## config.mk

```make
export PLATFORM = sky130hd
export DESIGN_NAME = alu_issue_stage
export DESIGN_NICKNAME = d
export VERILOG_FILES = /design/src/rtl/alu_issue_stage.sv
export SDC_FILE = /design/constraint.sdc
export NUM_CORES = 1
export LEC_CHECK = 0
export CORE_MARGIN = 2
export CORE_UTILIZATION = 47
export CTS_CLUSTER_DIAMETER = 60
export DETAILED_ROUTE_END_ITERATION = 16
export PLACE_DENSITY_LB_ADDON = 0.08
export SETUP_SLACK_MARGIN = 0.3
export SYNTH_ARGS = -nofsm -noshare
export SYNTH_HDL_FRONTEND = slang
export SYNTH_SLANG_ARGS = --single-unit
```

## constraint.sdc

```tcl
create_clock -name clk -period 3.3 [get_ports clk]
set_input_delay 0.33 -clock clk [delete_from_list [all_inputs] [get_ports clk]]
set_output_delay 0.33 -clock clk [all_outputs]
set_load 0.05 [all_outputs]
```

## src/rtl/alu_issue_stage.sv

```systemverilog
// Issue stage in front of the 8-bit ALU: operand read with result forwarding,
// registered ALU inputs, and commit of the ALU result and flags one edge later.
module alu_issue_stage #(
  parameter int unsigned NUM_REGS = 8,
  parameter bit          R0_ZERO  = 1'b1,
  localparam int unsigned AW      = $clog2(NUM_REGS)
) (
  input  logic          clk,
  input  logic          rst_n,
  input  logic          in_valid,
  output logic          in_ready,
  input  logic [3:0]    in_op,
  input  logic [AW-1:0] in_rd,
  input  logic [AW-1:0] in_rs1,
  input  logic [AW-1:0] in_rs2,
  input  logic [7:0]    in_imm,
  input  logic          in_use_imm,
  input  logic          hold,
  output logic [3:0]    alu_operation,
  output logic [7:0]    alu_operand1,
  output logic [7:0]    alu_operand2,
  input  logic [7:0]    alu_result,
  input  logic          alu_zero,
  input  logic          alu_overflow,
  input  logic          alu_carry,
  input  logic          alu_negative,
  output logic [3:0]    flags,
  output logic          commit_valid,
  output logic [AW-1:0] commit_rd,
  output logic [7:0]    commit_data,
  input  logic [AW-1:0] dbg_addr,
  output logic [7:0]    dbg_data
);

  logic          e_valid_q, e_valid_d;
  logic [AW-1:0] e_rd_q, e_rd_d;
  logic [3:0]    op_q, op_d;
  logic [7:0]    opa_q, opa_d;
  logic [7:0]    opb_q, opb_d;
  logic [3:0]    flags_q, flags_d;
  logic [7:0]    rf_q [NUM_REGS];

  logic          accept;
  logic          commit;
  logic          wr_en;
  logic [7:0]    rs1_val;
  logic [7:0]    rs2_val;

  // The instruction committing on this edge is the only possible RAW source,
  // so a single bypass from alu_result removes every hazard.
  function automatic logic [7:0] fwd(input logic [AW-1:0] r,
                                     input logic          ev,
                                     input logic [AW-1:0] erd,
                                     input logic [7:0]    res,
                                     input logic [7:0]    rf_val);
    if (R0_ZERO && (r == '0))
      return '0;
    else if (ev && (erd == r))
      return res;
    else
      return rf_val;
  endfunction

  assign accept = in_valid && !hold;
  assign commit = e_valid_q && !hold;
  assign wr_en  = commit && !(R0_ZERO && (e_rd_q == '0));

  always_comb begin
    rs1_val = fwd(in_rs1, e_valid_q, e_rd_q, alu_result, rf_q[in_rs1]);
    rs2_val = fwd(in_rs2, e_valid_q, e_rd_q, alu_result, rf_q[in_rs2]);
  end

  always_comb begin
    e_valid_d = e_valid_q;
    e_rd_d    = e_rd_q;
    op_d      = op_q;
    opa_d     = opa_q;
    opb_d     = opb_q;
    flags_d   = flags_q;
    if (commit)
      flags_d = {alu_negative, alu_carry, alu_overflow, alu_zero};
    if (accept) begin
      e_valid_d = 1'b1;
      e_rd_d    = in_rd;
      op_d      = in_op;
      opa_d     = rs1_val;
      opb_d     = in_use_imm ? in_imm : rs2_val;
    end else if (!hold) begin
      e_valid_d = 1'b0;
    end
  end

  always_ff @(posedge clk or negedge rst_n) begin
    if (!rst_n) begin
      e_valid_q <= 1'b0;
      e_rd_q    <= '0;
      op_q      <= '0;
      opa_q     <= '0;
      opb_q     <= '0;
      flags_q   <= '0;
    end else begin
      e_valid_q <= e_valid_d;
      e_rd_q    <= e_rd_d;
      op_q      <= op_d;
      opa_q     <= opa_d;
      opb_q     <= opb_d;
      flags_q   <= flags_d;
    end
  end

  always_ff @(posedge clk or negedge rst_n) begin
    if (!rst_n) begin
      for (int unsigned i = 0; i < NUM_REGS; i++)
        rf_q[i] <= '0;
    end else if (wr_en) begin
      rf_q[e_rd_q] <= alu_result;
    end
  end

  assign in_ready      = !hold;
  assign alu_operation = op_q;
  assign alu_operand1  = opa_q;
  assign alu_operand2  = opb_q;
  assign flags         = flags_q;
  assign commit_valid  = commit;
  assign commit_rd     = e_rd_q;
  assign commit_data   = alu_result;
  assign dbg_data      = (R0_ZERO && (dbg_addr == '0)) ? '0 : rf_q[dbg_addr];

endmodule

```

## Word level (Yosys, flattened, before mapping)

Cells that the tools add are included.

| cells by class | value |
|---|---|
| bitwise operators | 4 |
| shift-type cells | 0 |
| multiply operators | 0 |
| reduce and logical (&&, ||, !) cells | 12 |
| add/subtract/negate cells | 0 |
| muxes and demuxes | 20 |
| $lt $le $gt $ge | 5 |
| divide/modulo/power cells | 0 |
| eq/ne operators | 3 |

Operators by type and width:

| cell | count |
|---|---|
| 8-bit two-way mux | 13 |
| 8-bit binary-select mux with 3-bit select | 3 |
| 64-bit bitwise mux | 1 |
| 8-bit demux with 3-bit select | 1 |
| 4-bit greater-or-equal comparator (second input constant) | 4 |
| 3-bit NOT with 4-bit output | 4 |
| 3-bit zero test | 4 |
| 3-bit == test | 2 |
| 1-bit logical AND | 6 |
| 4-bit by 1-bit < comparator with 1-bit output (second input constant) | 1 |
| 1-bit zero test | 2 |
| 1-bit two-way mux | 2 |
| 2-bit by 1-bit != test with 1-bit output (second input constant) | 1 |

| word-level totals | value |
|---|---|
| output and inout bits | 45 |
| RAM bits | 0 |
| memory bits (read-only) | 0 |
| input bits | 41 |
| bits in latches | 0 |
| memories | 0 |
| register bits | 92 |

## Depth between registers and ports, before layout

Gate-level depths: netlist of run 1.

| depth | value |
|---|---|
| word-level depth | 7 |
| gate-level depth with buffers | 7 |
| depth with buffers taken out | 5 |

## Worst setup path before layout of run 1

Ideal clock, no wire load.

| timing | value |
|---|---|
| path type | in2out |
| start point | input dbg_addr[1] |
| end point | output dbg_data[0] |
| path buffers | 2 |
| cell stages on the path | 6 |
| arrival | 2.285 ns |
| required time | 2.970 ns |
| path slack | 0.685 ns |
| cell sequence | clkbuf_1 > buf_2 > mux2i_1 > nand2_1 > o21ai_0 > a221oi_1 |

| between the ends | value |
|---|---|
| longest elaborated chain between the ends | 5 |
| elaborated cells on any way between the ends | 6 |

RTL lines:

| item | RTL line | source |
|---|---|---|
| start, declared | 31 | `input logic [AW-1:0] dbg_addr,` |
| 3-bit NOT with 4-bit output (implied by the code) | 128 | `assign dbg_data = (R0_ZERO && (dbg_addr == '0)) ? '0 : rf_q[dbg_addr];` |
| 8-bit binary-select mux with 3-bit select | 128 |  |
| 8-bit two-way mux (implied by the code) (2 in a row) | 128 |  |
| 8-bit two-way mux (*) | 128 |  |
| end, declared | 32 | `output logic [7:0] dbg_data` |

Every way passes the cells marked *; elsewhere a longest branch is shown, timed or not. The select of a mux whose other input is x is not followed.

## Worst setup path in the final report of run 1

| timing | value |
|---|---|
| start point | input dbg_addr[1] |
| end point | output dbg_data[6] |

The elaborated chain is that of the path after synthesis.

==> metrics.txt, run 1 <==
Die Wd=111 um; CTS root buf=clkbuf_16; drt total wl=15200 um; sequential-to-total area share from yosys stat=0.425; Yosys warning count=0; Synth Register Bits=92; post-DP HPWL=10000 um; Critical Path AT=2.60 ns; Max Cap Viol=0; Worst-Margin Slew=1.20 ns; clock sinks=92; minimum hold slack=0.00234 ns; setup TNS=0 ns; Worst Path Max Fanout=9; fraction of registers with async set/reset=1.00; antenna diode count=0; Final GP Congestion=0.875; # IOs=86; critical path cell sequence=clkdlybuf4s50_1 > a21oi_1 > a221oi_1 > buf_12; I/O Buffers=85; CP max stage delay=1.06 ns; Worst Path Required=2.97 ns; synthesized cell area=5410 um^2; DR iter-0 viols=360; Rel. slew slack=0.202; grt total ovfl=0; # setup viols final=0; Synth Flop Type=dfrtp_1; R2R Setup Slk=1.25 ns; post-synthesis average cell area=11.8 um^2; clock skew=0.00718 ns; first-pass GRT wire length=23900 um; EDFF count, synth=0; fin crit period=2.93 ns; gr usage total=0.250; clk slew on worst S/H paths=0.06 ns; CTS tree=yes; worst r2r path cells=4; worst hold-check path type=in2async; Critical R2R Launch=e_valid_q; DIE AREA=12400 um^2; RSZ-0062 raised after global routing=false; placement-stage cell area=6370 um^2; initial core utilization=0.478; H-tree depth=3; postcts setup bufs=0; total CTS buffers=9; top cell type's share of synthesized area=0.425; Reg area=2300 um^2; Via Count=4075; startpoint types=input pin; Die Ht=111 um; count leader, synth=dfrtp_1; vias in the first global route=4138; Setup CP Type=in2out; clock buffer depth=2; Worst Setup Slack, final=0.368 ns; Worst-Skew Late Latency=0.35 ns; Cells after Synth=460; Post-synth top cells=dfrtp_1, mux2_2, nand2_1, mux2i_1, o21ai_0; drt first pass iters=4; area of the multi-input gates=2820 um^2; core box area=11300 um^2; initial antenna violation count=0; final instance area=6670 um^2; largest net degree at the start of global routing=49; Layout area overhead=23.2%; Routed Antenna Nets=0; final clock period utilization by the worst path=0.888; Yosys cell types=42; Worst path slowest cell=a21oi_1; Reg-to-Reg End=rf_q[12]; Final Hold Viols=0; area leader, netlist=dfrtp_1; Rows=39; leakage power=2.90 nW; post-route DRC violation count=0; Nets=567; dpl ws=0.481 ns; layout cells sized above 1=0.254; Final Max Tran Viols=0; maximum vdd drop=0.327 mV; status=completed; DR vias/cell=6.05; Hold Buf Count CTS=0; FMAX=0.341 GHz; Post-Syn Nets=501; Post-CTS Resized=0; fill count=983; top cells by area, synth=dfrtp_1, mux2_2, mux4_2; routed length per instance=22.5 um; PD cells=679 nW/um^2; Setup crit end kind=primary output
## where the power goes
| part | switching, W | leakage [nW] | internal (W) |
|---|---|---|---|
| Combinational | 0.000819 | 1.58 | 0.000854 |
| Clock | 0.000437 | 0.155 | 0.000623 |
| Sequential | 0.000343 | 1.17 | 0.00145 |
| Total | 0.00160 | 2.90 | 0.00293 |
## layer usage
metal | vias up | part of all wire | GRT usage
met5 | - | 0 | 0
met4 | 0 | 0.028 | 0.104
met1 | 2068 | 0.45 | 0.354
met3 | 27 | 0.066 | 0.0416
li1 | 1829 | - | -
met2 | 151 | 0.46 | 0.384
## sequential cells by signal (all words and copies together), names as in the netlist
name and cells:
alu_operand1 8, commit_rd 3, rf_q 64, alu_operand2 8, e_valid_q 1, alu_operation 4
flags 4
## critical path, delay by kind of cell
family | cells | cell delay (ns)
AOI/OAI and AO/OA | 2 | 1.37
buffers and inverters | 2 | 0.90
## cells in the final DEF (no fill, tap or decap), types with 6 or more instances in the layout
cell / synthesis / layout
a221oi_1: 8 / 8
a22oi_1: 8 / 8
a31oi_1: 7 / 7
buf_12: 0 / 8
buf_4: 12 / 18
clkbuf_16: 0 / 9
clkdlybuf4s50_1: 0 / 76
dfrtp_1: 92 / 92
mux2_2: 54 / 54
mux2_4: 8 / 8
mux2i_1: 46 / 46
mux4_2: 24 / 24
nand2_1: 53 / 53
nor2_1: 11 / 11
nor2b_1: 9 / 8
o21ai_0: 27 / 27
o22ai_1: 7 / 7
or3_1: 6 / 6
xnor2_1: 6 / 6
## stage by stage
step	util	power, W	std cells
after global routing	0.589	0.00475	674
final	0.589	0.00453	674
after floorplan	-	0.00289	460
after CTS	0.589	0.00453	674
after detailed placement	0.562	0.00347	658
after global placement	0.562	0.00343	658
## cell families after synthesis
logic type,after synthesis,share of synthesized area
xor gates and xnor gates,6,0.00971
DFF,92,0.425
muxes,132,0.320
AOI/OAI and AO/OA,80,0.0980
buffers and inverters,50,0.0543
and+or+nand+nor,100,0.0929
## cell type report
class / count / share of cell area
clock inverters: 5 / 0.00750
repair buffers: 102 / 0.158
well taps: 143 / 0.0268
flip-flops and latches: 92 / 0.345
inverters: 3 / 0.00169
clock buffers: 11 / 0.0379
multi-input cells: 318 / 0.423
## how the worst max path moves through the flow
| stage | from | to | depth (start not counted) |
|---|---|---|---|
| after global routing | dbg_addr[1] | dbg_data[6] | 4 |
| final | dbg_addr[1] | dbg_data[6] | 4 |
| after global placement | dbg_addr[1] | dbg_data[3] | 4 |
| after detailed placement | dbg_addr[1] | dbg_data[3] | 4 |
| after CTS | dbg_addr[1] | dbg_data[3] | 4 |
| after floorplan | dbg_addr[1] | dbg_data[0] | 6 |
Note: power is estimated with default switching activity, not from simulation.
==> inputs of run 2 (changes only) <==
- CORE_ASPECT_RATIO: unset -> 1.4
==> metrics.txt, run 2 (synthesized netlist as in run 1, its figures left out) <==
status=completed; Worst path slowest cell=clkdlybuf4s50_1; final instance area=6720 um^2; Buf/Inv on CP=3; most common cell after layout, fill and taps aside=dfrtp_1; maximum vdd drop=0.418 mV; Worst-Margin Slew=0.823 ns; fill count=942; Critical R2R Launch=e_valid_q; Setup crit end kind=primary output; routed length per instance=22.4 um; gr usage total=0.254; I/O Buffers=85; placed insts=662; Worst-Skew Late Latency=0.34 ns; first-pass GRT wire length=23300 um; grt total ovfl=0; Die Wd=94.7 um; FMAX=0.403 GHz; largest reg by FF count=rf_q; initial antenna violation count=0; max FFs per register=64; GR peak layer=met2; clock sinks=92; H-tree depth=3; met2 Track Usage GR=0.416; Post-CTS Resized=0; DR vias/cell=6.02; critical path cell sequence=clkdlybuf4s50_1 > buf_4 > mux2i_1 > nand2_1 > o21ai_0 > a221oi_1 > buf_12; Critical Path AT=2.15 ns; layout cells sized above 1=0.255; sw frac=0.348; Via Count=4083; clock buffer depth=2; share of total power in the clock network=0.243; core box area=11300 um^2; Rows=46; total CTS buffers=9; fin crit period=2.48 ns; most frequent cells in the layout=dfrtp_1, clkdlybuf4s50_1, mux2_2; Final Hold Viols=0; leakage power=2.91 nW; postcts setup bufs=0; worst r2r path cells=4; Reg area=2300 um^2; startpoint types=input pin; largest net degree at the start of global routing=50; initial core utilization=0.480; CTS tree=yes; Sequential Power Share=0.391; setup TNS=0 ns; CP max stage delay=0.61 ns; DR iter-0 viols=248; # setup viols final=0; Hold Buf Count CTS=0; Switching Power=0.00160 W; Layout area overhead=24.2%; drt total wl=15200 um; Routed Antenna Nets=0; Worst Path Required=2.97 ns; antenna diode count=0; crit-path leading delay family=buffers and inverters; Internal=0.00300 W; RSZ-0062 raised after global routing=false; post-route DRC violation count=0; Setup CP Type=in2out; Final Max Tran Viols=0; minimum hold slack=0.0138 ns; # IOs=86; Nets=570; M1 GR Usage=0.343; DIE AREA=12400 um^2; final clock period utilization by the worst path=0.753; vias in the first global route=4110; logic gate share of total power=0.365; clock skew=0.00430 ns; post-route insts no fill=678; PD cells=684 nW/um^2; area of the multi-input gates=2820 um^2; Die Ht=131 um; met3 Use GR=0.0430; worst hold-check path type=in2async; Reg-to-Reg End=rf_q[41]; Rel. slew slack=0.451; Final GP Congestion=0.848; drt first pass iters=5; CTS root buf=clkbuf_16; Worst Path Max Fanout=12; post-DP HPWL=10600 um; clk slew on worst S/H paths=0.06 ns; Max Cap Viol=0; placement-stage cell area=6400 um^2; fin util=0.596; R2R Setup Slk=1.26 ns
-- run 2: changes by cell type in the layout (fill, tap and decap cells not counted) --
cell        previous run  this run
buf_12                 8         9
bufinv_16              1         2
clkbuf_8               2         1
clkinvlp_4             0         1
buf_4                 18        20
clkbuf_1               0         2
clkinv_2               4         1
-- run 2: cell type report --
class / instances / area share
flip-flops and latches: 92 / 0.343
multi-input cells: 318 / 0.419
clock buffers: 12 / 0.0367
inverters: 3 / 0.00168
repair buffers: 105 / 0.162
clock inverters: 4 / 0.0108
well taps: 144 / 0.0268
-- run 2: how the worst max path moves through the flow --
stage	slack, ns	startpoint	to	cells after the start
finish	0.82	dbg_addr[1]	dbg_data[5]	7
global route	0.74	dbg_addr[1]	dbg_data[1]	7
CTS	0.81	dbg_addr[1]	dbg_data[5]	7
detailed placement	0.79	hold	rf_q[29]	5
global placement	0.82	dbg_addr[0]	dbg_data[5]	6
floorplan	0.68	dbg_addr[1]	dbg_data[0]	6
-- run 2: stage by stage --
stage | power, W | setup WS [ns]
6_report | 0.00460 | 0.816
5_1_grt | 0.00481 | 0.742
4_1_cts | 0.00461 | 0.808
3_5_place_dp | 0.00349 | 0.795
3_3_place_gp | 0.00345 | 0.818
2_1_floorplan | 0.00289 | 0.685
-- run 2: power groups by stage --
| stage | sequential [W] | clock [W] | combinational [W] |
|---|---|---|---|
| CTS | 0.00179 | 0.00113 | 0.00169 |
| global route | 0.00184 | 0.00118 | 0.00179 |
| detailed placement | 0.00180 | 0 | 0.00168 |
| floorplan | 0.00193 | 0 | 0.000960 |
| global placement | 0.00179 | 0 | 0.00166 |
| finish | 0.00180 | 0.00112 | 0.00168 |
-- run 2: routing by layer --
layer | part of all wire | wire, um
met1 | 0.42 | 6390
met2 | 0.51 | 7740
met3 | 0.044 | 670
met4 | 0.025 | 376
met5 | 0 | 0
==> inputs of run 3 (changes only) <==
- clock period: 3.3 -> 2.1 ns (I/O delays scaled with it)
==> metrics.txt, run 3 (synthesized netlist as in run 1, its figures left out) <==
layout cells sized above 1=0.379; most common cell after layout, fill and taps aside=dfrtp_1; Worst Path Max Fanout=4; Routed Antenna Nets=0; Setup CP Type=reg2out; FMAX=0.545 GHz; clock buffer depth=2; Rel. slew slack=0.646; startpoint types=flop; routed length per instance=22.9 um; Layout area overhead=38.3%; first-pass GRT wire length=25500 um; antenna diode count=0; largest net degree at the start of global routing=77; max FFs per register=64; total CTS buffers=9; Worst Path Required=1.89 ns; Via Count=4373; Max Cap Viol=0; fin util=0.663; clock skew=0.00398 ns; Rows=46; Critical R2R Launch=commit_rd[1]; gr usage total=0.280; post-DP HPWL=11000 um; clock sinks=92; Final Hold Viols=0; fin crit period=1.84 ns; worst r2r path cells=5; I/O Buffers=85; Worst Setup Slack, final=0.264 ns; # setup viols final=0; final clock period utilization by the worst path=0.874; initial antenna violation count=0; post-route insts no fill=735; DIE AREA=12400 um^2; grt total ovfl=0; # IOs=86; drt total wl=16800 um; clk slew on worst S/H paths=0.07 ns; Reg-to-Reg End=alu_operand2[7]; Die Wd=94.7 um; Setup crit end kind=primary output; initial core utilization=0.480; placed insts=686; Critical Path AT=1.63 ns; Worst-Margin Slew=0.529 ns; largest reg by FF count=rf_q; most frequent cells in the layout=dfrtp_1, buf_4, clkdlybuf4s50_1; leakage power=3.32 nW; maximum vdd drop=0.656 mV; PD cells=1010 nW/um^2; Die Ht=131 um; H-tree depth=3; status=completed; DR iter-0 viols=309; R2R Setup Slk=0.39 ns; Final GP Congestion=0.878; Worst-Skew Late Latency=0.34 ns; core box area=11300 um^2; Nets=627; Final Max Tran Viols=0; DR vias/cell=5.95; vias in the first global route=4597; dpl ws=-0.245 ns; CTS tree=yes; CTS root buf=clkbuf_16; worst hold-check path type=in2async; post-route DRC violation count=0; RSZ-0062 raised after global routing=true; drt first pass iters=4
==> run 3: how the worst max path moves through the flow <==
stage / startpoint / end / slack, ns / cells after the start
after floorplan: dbg_addr[1] / dbg_data[0] / 0.18 / 6
after global placement: dbg_addr[1] / dbg_data[1] / -0.20 / 4
after detailed placement: dbg_addr[1] / dbg_data[1] / -0.24 / 4
after CTS: rf_q[38] / dbg_data[6] / 0.22 / 4
after global routing: rf_q[38] / dbg_data[6] / 0.23 / 4
final: rf_q[34] / dbg_data[2] / 0.26 / 4
==> run 3: layer usage <==
| layer | wire (um) | part of all wire | track usage | vias up |
|---|---|---|---|---|
| met5 | 0 | 0 | 0 | - |
| met4 | 705 | 0.042 | 0.165 | 0 |
| met3 | 1030 | 0.061 | 0.0436 | 41 |
| met2 | 8580 | 0.51 | 0.463 | 178 |
| met1 | 6480 | 0.39 | 0.346 | 2195 |
| li1 | - | - | - | 1959 |
==> run 3: through the flow <==
step                      total power (W)  instance area [um^2]  setup TNS, ns  hold WS, ns
after floorplan                   0.00464                  5550              0      -0.0856
after CTS                         0.00739                  7340              0        0.284
after global placement            0.00548                  6760          -1.56       0.0952
after global routing              0.00787                  7480              0        0.308
after detailed placement          0.00556                  6760          -2.06        0.100
final                             0.00755                  7480              0        0.281
==> run 3: critical path: stages, from the launching register on <==
cell      delay (ns)
dfrtp_1         0.42
mux4_2          0.53
nor2_4          0.13
a221oi_4        0.04
buf_6           0.17
==> run 3: report_power, final <==
group          internal, W  switching (W)
logic              0.00162        0.00155
registers          0.00229       0.000484
clock network     0.000916       0.000695
==> run 3: area by class of cell <==
| class | count | area, um^2 |
|---|---|---|
| fill | 889 | 3800 |
| multi-input combinational | 318 | 3020 |
| sequential | 92 | 2300 |
| timing repair buffer | 162 | 1680 |
| clock buffer | 9 | 225 |
| tap | 144 | 180 |
| clock inverter | 7 | 67.6 |
| inverter | 3 | 11.3 |
==> run 3: repair_timing <==
action | in CTS | in global routing
endpoints found under the setup margin | 13 | 16
setup buffers | 15 | 15
cloned | 2 | 0
hold buffers | 1 | 0
endpoints found under the hold margin | 16 | 0
pin swaps | 1 | 2
resized for setup | 37 | 12
